File: config.mk
export PLATFORM = sky130hd
export DESIGN_NAME = register_file_mp
export DESIGN_NICKNAME = d
export VERILOG_FILES = /design/src/rtl/register_file_mp.sv
export SDC_FILE = /design/constraint.sdc
export NUM_CORES = 1
export LEC_CHECK = 0
export BUFFER_PORTS_ARGS = -buffer_cell sky130_fd_sc_hd__buf_4
export CAP_MARGIN = 20
export CELL_PAD_IN_SITES_DETAIL_PLACEMENT = 0
export CELL_PAD_IN_SITES_GLOBAL_PLACEMENT = 2
export CORE_UTILIZATION = 33
export CTS_CLUSTER_DIAMETER = 120
export DETAILED_ROUTE_END_ITERATION = 8
export GPL_TIMING_DRIVEN = 0
export PLACE_DENSITY_LB_ADDON = 0.05
export SLEW_MARGIN = 25
export SYNTH_ARGS = -nofsm -noshare
export SYNTH_HDL_FRONTEND = slang
export SYNTH_SLANG_ARGS = --single-unit
File: constraint.sdc
create_clock -name clk -period 1.25 [get_ports clk]
set_input_delay 0.125 -clock clk [delete_from_list [all_inputs] [get_ports clk]]
set_output_delay 0.125 -clock clk [all_outputs]
set_load 0.03 [all_outputs]
File: src/rtl/register_file_mp.sv
// Multi-port register file with write-to-read bypass,
// optional hardwired zero register and busy scoreboard.
module register_file_mp #(
  parameter int WIDTH      = 16,
  parameter int DEPTH      = 8,
  parameter int READ_PORTS = 2,
  parameter int ZERO_REG   = 1,
  parameter int BYPASS     = 1,
  localparam int IDX_W     = $clog2(DEPTH)
) (
  input  logic                          clk,
  input  logic                          reset,
  input  logic [READ_PORTS*IDX_W-1:0]   read_index,
  output logic [READ_PORTS*WIDTH-1:0]   read_data,
  output logic [READ_PORTS-1:0]         read_busy,
  input  logic [IDX_W-1:0]              write_index,
  input  logic                          write_enable,
  input  logic [WIDTH-1:0]              write_data,
  input  logic [IDX_W-1:0]              reserve_index,
  input  logic                          reserve_enable,
  output logic                          any_busy
);

  logic [WIDTH-1:0] regs_q [DEPTH];
  logic [WIDTH-1:0] regs_d [DEPTH];
  logic [DEPTH-1:0] busy_q;
  logic [DEPTH-1:0] busy_d;
  logic [DEPTH-1:0] busy_vis;
  logic             wr_ok;
  logic             rsv_ok;

  assign wr_ok  = write_enable &&
                  !(ZERO_REG != 0 && write_index == '0);
  assign rsv_ok = reserve_enable &&
                  !(ZERO_REG != 0 && reserve_index == '0);

  // Reserve is applied after the write so it wins on a shared index
  always_comb begin
    regs_d = regs_q;
    busy_d = busy_q;
    if (wr_ok) begin
      regs_d[write_index] = write_data;
      busy_d[write_index] = 1'b0;
    end
    if (rsv_ok) begin
      busy_d[reserve_index] = 1'b1;
    end
  end

  always_ff @(posedge clk) begin
    if (reset) begin
      for (int k = 0; k < DEPTH; k++) begin
        regs_q[k] <= '0;
      end
      busy_q <= '0;
    end else begin
      regs_q <= regs_d;
      busy_q <= busy_d;
    end
  end

  always_comb begin
    busy_vis = busy_q;
    if (ZERO_REG != 0) begin
      busy_vis[0] = 1'b0;
    end
  end

  assign any_busy = !reset && (|busy_vis);

  for (genvar p = 0; p < READ_PORTS; p++) begin : g_rd
    logic [IDX_W-1:0] idx;
    logic             zero_hit;
    logic             byp_hit;
    logic [WIDTH-1:0] rd;
    logic             rb;

    assign idx      = read_index[p*IDX_W +: IDX_W];
    assign zero_hit = (ZERO_REG != 0) && (idx == '0);
    assign byp_hit  = (BYPASS != 0) && write_enable &&
                      (write_index == idx);

    always_comb begin
      rd = regs_q[idx];
      rb = busy_q[idx];
      if (reset || zero_hit) begin
        rd = '0;
        rb = 1'b0;
      end else if (byp_hit) begin
        rd = write_data;
        rb = 1'b0;
      end
    end

    assign read_data[p*WIDTH +: WIDTH] = rd;
    assign read_busy[p]                = rb;
  end

endmodule
==> results.md <==
* Reg clk slew, reported paths at 0.07 ns
* Max VDD drop at 0.8907 mV
* Dpl ws at -0.7465 ns
* Final setup fails at 35
* First-pass GRT wire length at 44,670 µm
* Final Hold Slack at 0.01708 ns
* Flop pwr share at 39.6%
* Arrival time at the worst endpoint at 1.79 ns
* Initial Util at 34.05%
* Slew Viols, Final at 0
* Status: finished with violations
* Unrepaired setup endpoints after global routing: yes
* Int Pwr at 7986 µW
* Max_cap viols at 0
* # diodes at 0
* Clk sinks at 136
* Die H at 153.0 µm
* TritonCTS buffer count at 17
* Sequential fraction of the synthesis area at 36.19%
* CTS tree: done
* Largest net degree at the start of global routing at 17
* Share of cells above drive strength 1 at 33.72%
* Crit. End Element: output port
* Core Rows at 54
* RD Place Congestion at 0.9218
* Final HPWL DP at 21,540 µm
* Vias in the first global route at 6,775
* Worst Skew at 0 ns
* Commonest cells in the netlist: nand2_1, dfxtp_1, a21oi_1
* Async S/R FF share, synth at 0%
* Clock share of power at 45.4%
* Root buffer cell: clkbuf_16
* CP Class: reg -> out
* P_sw at 3323 µW
* Final WL at 30,080 µm
* Final period utilization at 153.4%
* Worst Tran Pin Value at 0.7975 ns
* Hold WC Path Type: in -> reg
* P&R area growth vs syn at 29.41%
* Die Footprint at 23,400 µm²
* Yosys reg bits at 136
* Gr usage total at 26.28%
* Gate count after technology mapping at 863
* Total grt overflow at 0
* Post-route DRC at 0
* Cell accounting for the most synthesized area: dfxtp_1
* Setup crit start kind: flop
* Initial DRC Count at 638
* PwrDens at 1162 nW/µm²
* Top-count cell post-synth: nand2_1
* IO Pins at 67
* Core footprint at 22,090 µm²
* Post-synth top area share at 36.19%
* Worst-skew pair later-pin latency at 0.43 ns
* Tmin final at 1.918 ns
* Combinational share of power at 14.9%
* Footprint of the multi-input gates at 4936 µm²
* Wire length per cell at 24.48 µm
* Via count at 6,870
* Final Util at 44.06%
* Post-synth EDFFs at 0
* Die Wd at 153.0 µm
* Failing checks: negative setup slack
* Final Hold Vio Count at 0
* Area contributors post-synth: dfxtp_1, nand2_1, mux2i_1
* Post-synth cell types at 32
* Clock tree buffer depth at 2
* # port buffers at 46
* Setup TNS at -21.23 ns
* DR vias/cell at 5.590
* Warnings from Yosys at 0
* Predominant post-synthesis flop cell: dfxtp_1
* Fill cells at 2,184
* Max-slew headroom at 46.83%
* Setup WS post-layout at -0.6677 ns
* Pwr Total at 11,310 µW
* Worst Path Required at 1.12 ns
* Antenna violations before repair at 0
* Antenna viol nets, final at 0
* Htree depth at 4
* Maximum clock frequency at 521.4 MHz
* First-pass detailed-route iteration total at 5
* Sw Ratio at 29.39%
* FF/Latch Area at 2768 µm²
* Worst-path maximum fanout at 3
* Post-synthesis area per instance at 8.716 µm²
* Synthesized cell area at 7522 µm²
* Leakage power total at 0.003354 µW
* Final #Nets at 968
* Syn_nets at 895
## cells by family (layout without fill, tap and decap cells)
kind of cell	Yosys count	after routing	synth area share, %
compound gates	184	184	15.04
mux	102	102	21.04
xor+xnor	6	6	0.6986
simple gates	349	349	20.44
flops	136	136	36.19
buf+inv	86	172	6.587
## metal layers
layer	track usage [%]	vias up	share of wire, %	routed length, µm
met3	3.771	45	5.0	1509
met5	0	-	0	0
met1	35.08	3443	44	13280
met4	9.524	0	2.8	837
met2	43.23	222	48	14460
li1	-	3160	-	-
## final timing paths
check                                       from            end  slack [ns]  cells past startpoint
worst max-delay path                   regs_q[7]  read_data[23]       -0.67                      4
worst min-delay path            reserve_index[2]      busy_q[5]        0.02                      3
worst max register to register         busy_q[7]      busy_q[7]        0.37                      4
worst min register to register         regs_q[5]      regs_q[5]        0.46                      2
## area by class of cell
cell class / instances / area share, %
Buffer: 84 / 6.028
Clock inverter: 13 / 1.491
Sequential cell: 136 / 28.43
Multi-Input combinational cell: 641 / 50.71
Tap cell: 280 / 3.599
Clock buffer: 19 / 4.447
Timing Repair Buffer: 56 / 5.296
## power by group through the flow
| stage | logic [µW] | clock network, µW | registers [µW] |
|---|---|---|---|
| after detailed placement | 1560 | 0 | 4570 |
| after CTS | 1660 | 5160 | 4480 |
| after global placement | 1540 | 0 | 4570 |
| after floorplan | 1060 | 0 | 4550 |
| final | 1690 | 5140 | 4480 |
| after global routing | 1780 | 5390 | 4490 |
## metrics by stage
stage / area, µm² / cells
5_1_grt: 9734 / 1229
3_3_place_gp: 8741 / 1189
6_report: 9734 / 1229
2_1_floorplan: 8045 / 863
3_5_place_dp: 8741 / 1189
4_1_cts: 9619 / 1225
## state kept, by name, indices dropped and copies added (netlist names)
name,cells
busy_q,8
regs_q,128
## worst max-delay path, stage by stage (launching register included)
cell and delay [ns]:
dfxtp_2 0.33, mux4_2 0.54, a211oi_4 0.27, nor3_4 0.06, buf_6 0.15
## cell usage in the layout, fill, tap and decap left out, drive strengths merged
cell / Yosys / routed
nand2: 229 / 229
dfxtp: 136 / 136
a21oi: 114 / 114
buf: 50 / 102
mux2i: 64 / 64
clkbuf: 36 / 55
nor2: 45 / 45
mux4: 38 / 38
nor3: 34 / 34
a211oi: 32 / 32
o22ai: 30 / 30
nor2b: 23 / 23
xnor2: 6 / 6
nand2b: 5 / 5
a32oi: 4 / 4
inv: 0 / 4
nand4: 4 / 4
clkinv: 0 / 4
clkinvlp: 0 / 3
nand3: 3 / 3
or2: 2 / 2
o21bai: 2 / 2
and4: 2 / 2
a22oi: 2 / 2
bufinv: 0 / 2
dlygate4sd3: 0 / 2
nor4: 1 / 1
or3: 1 / 1
## timing repair
action	CTS	global route
pin swaps	43	6
buffers inserted	4	4
gates resized for setup	110	29
hold buffers	2	0
endpoints found under the hold margin	2	0
endpoints found under the setup margin	66	80
Power figures use the tool's default switching activity.
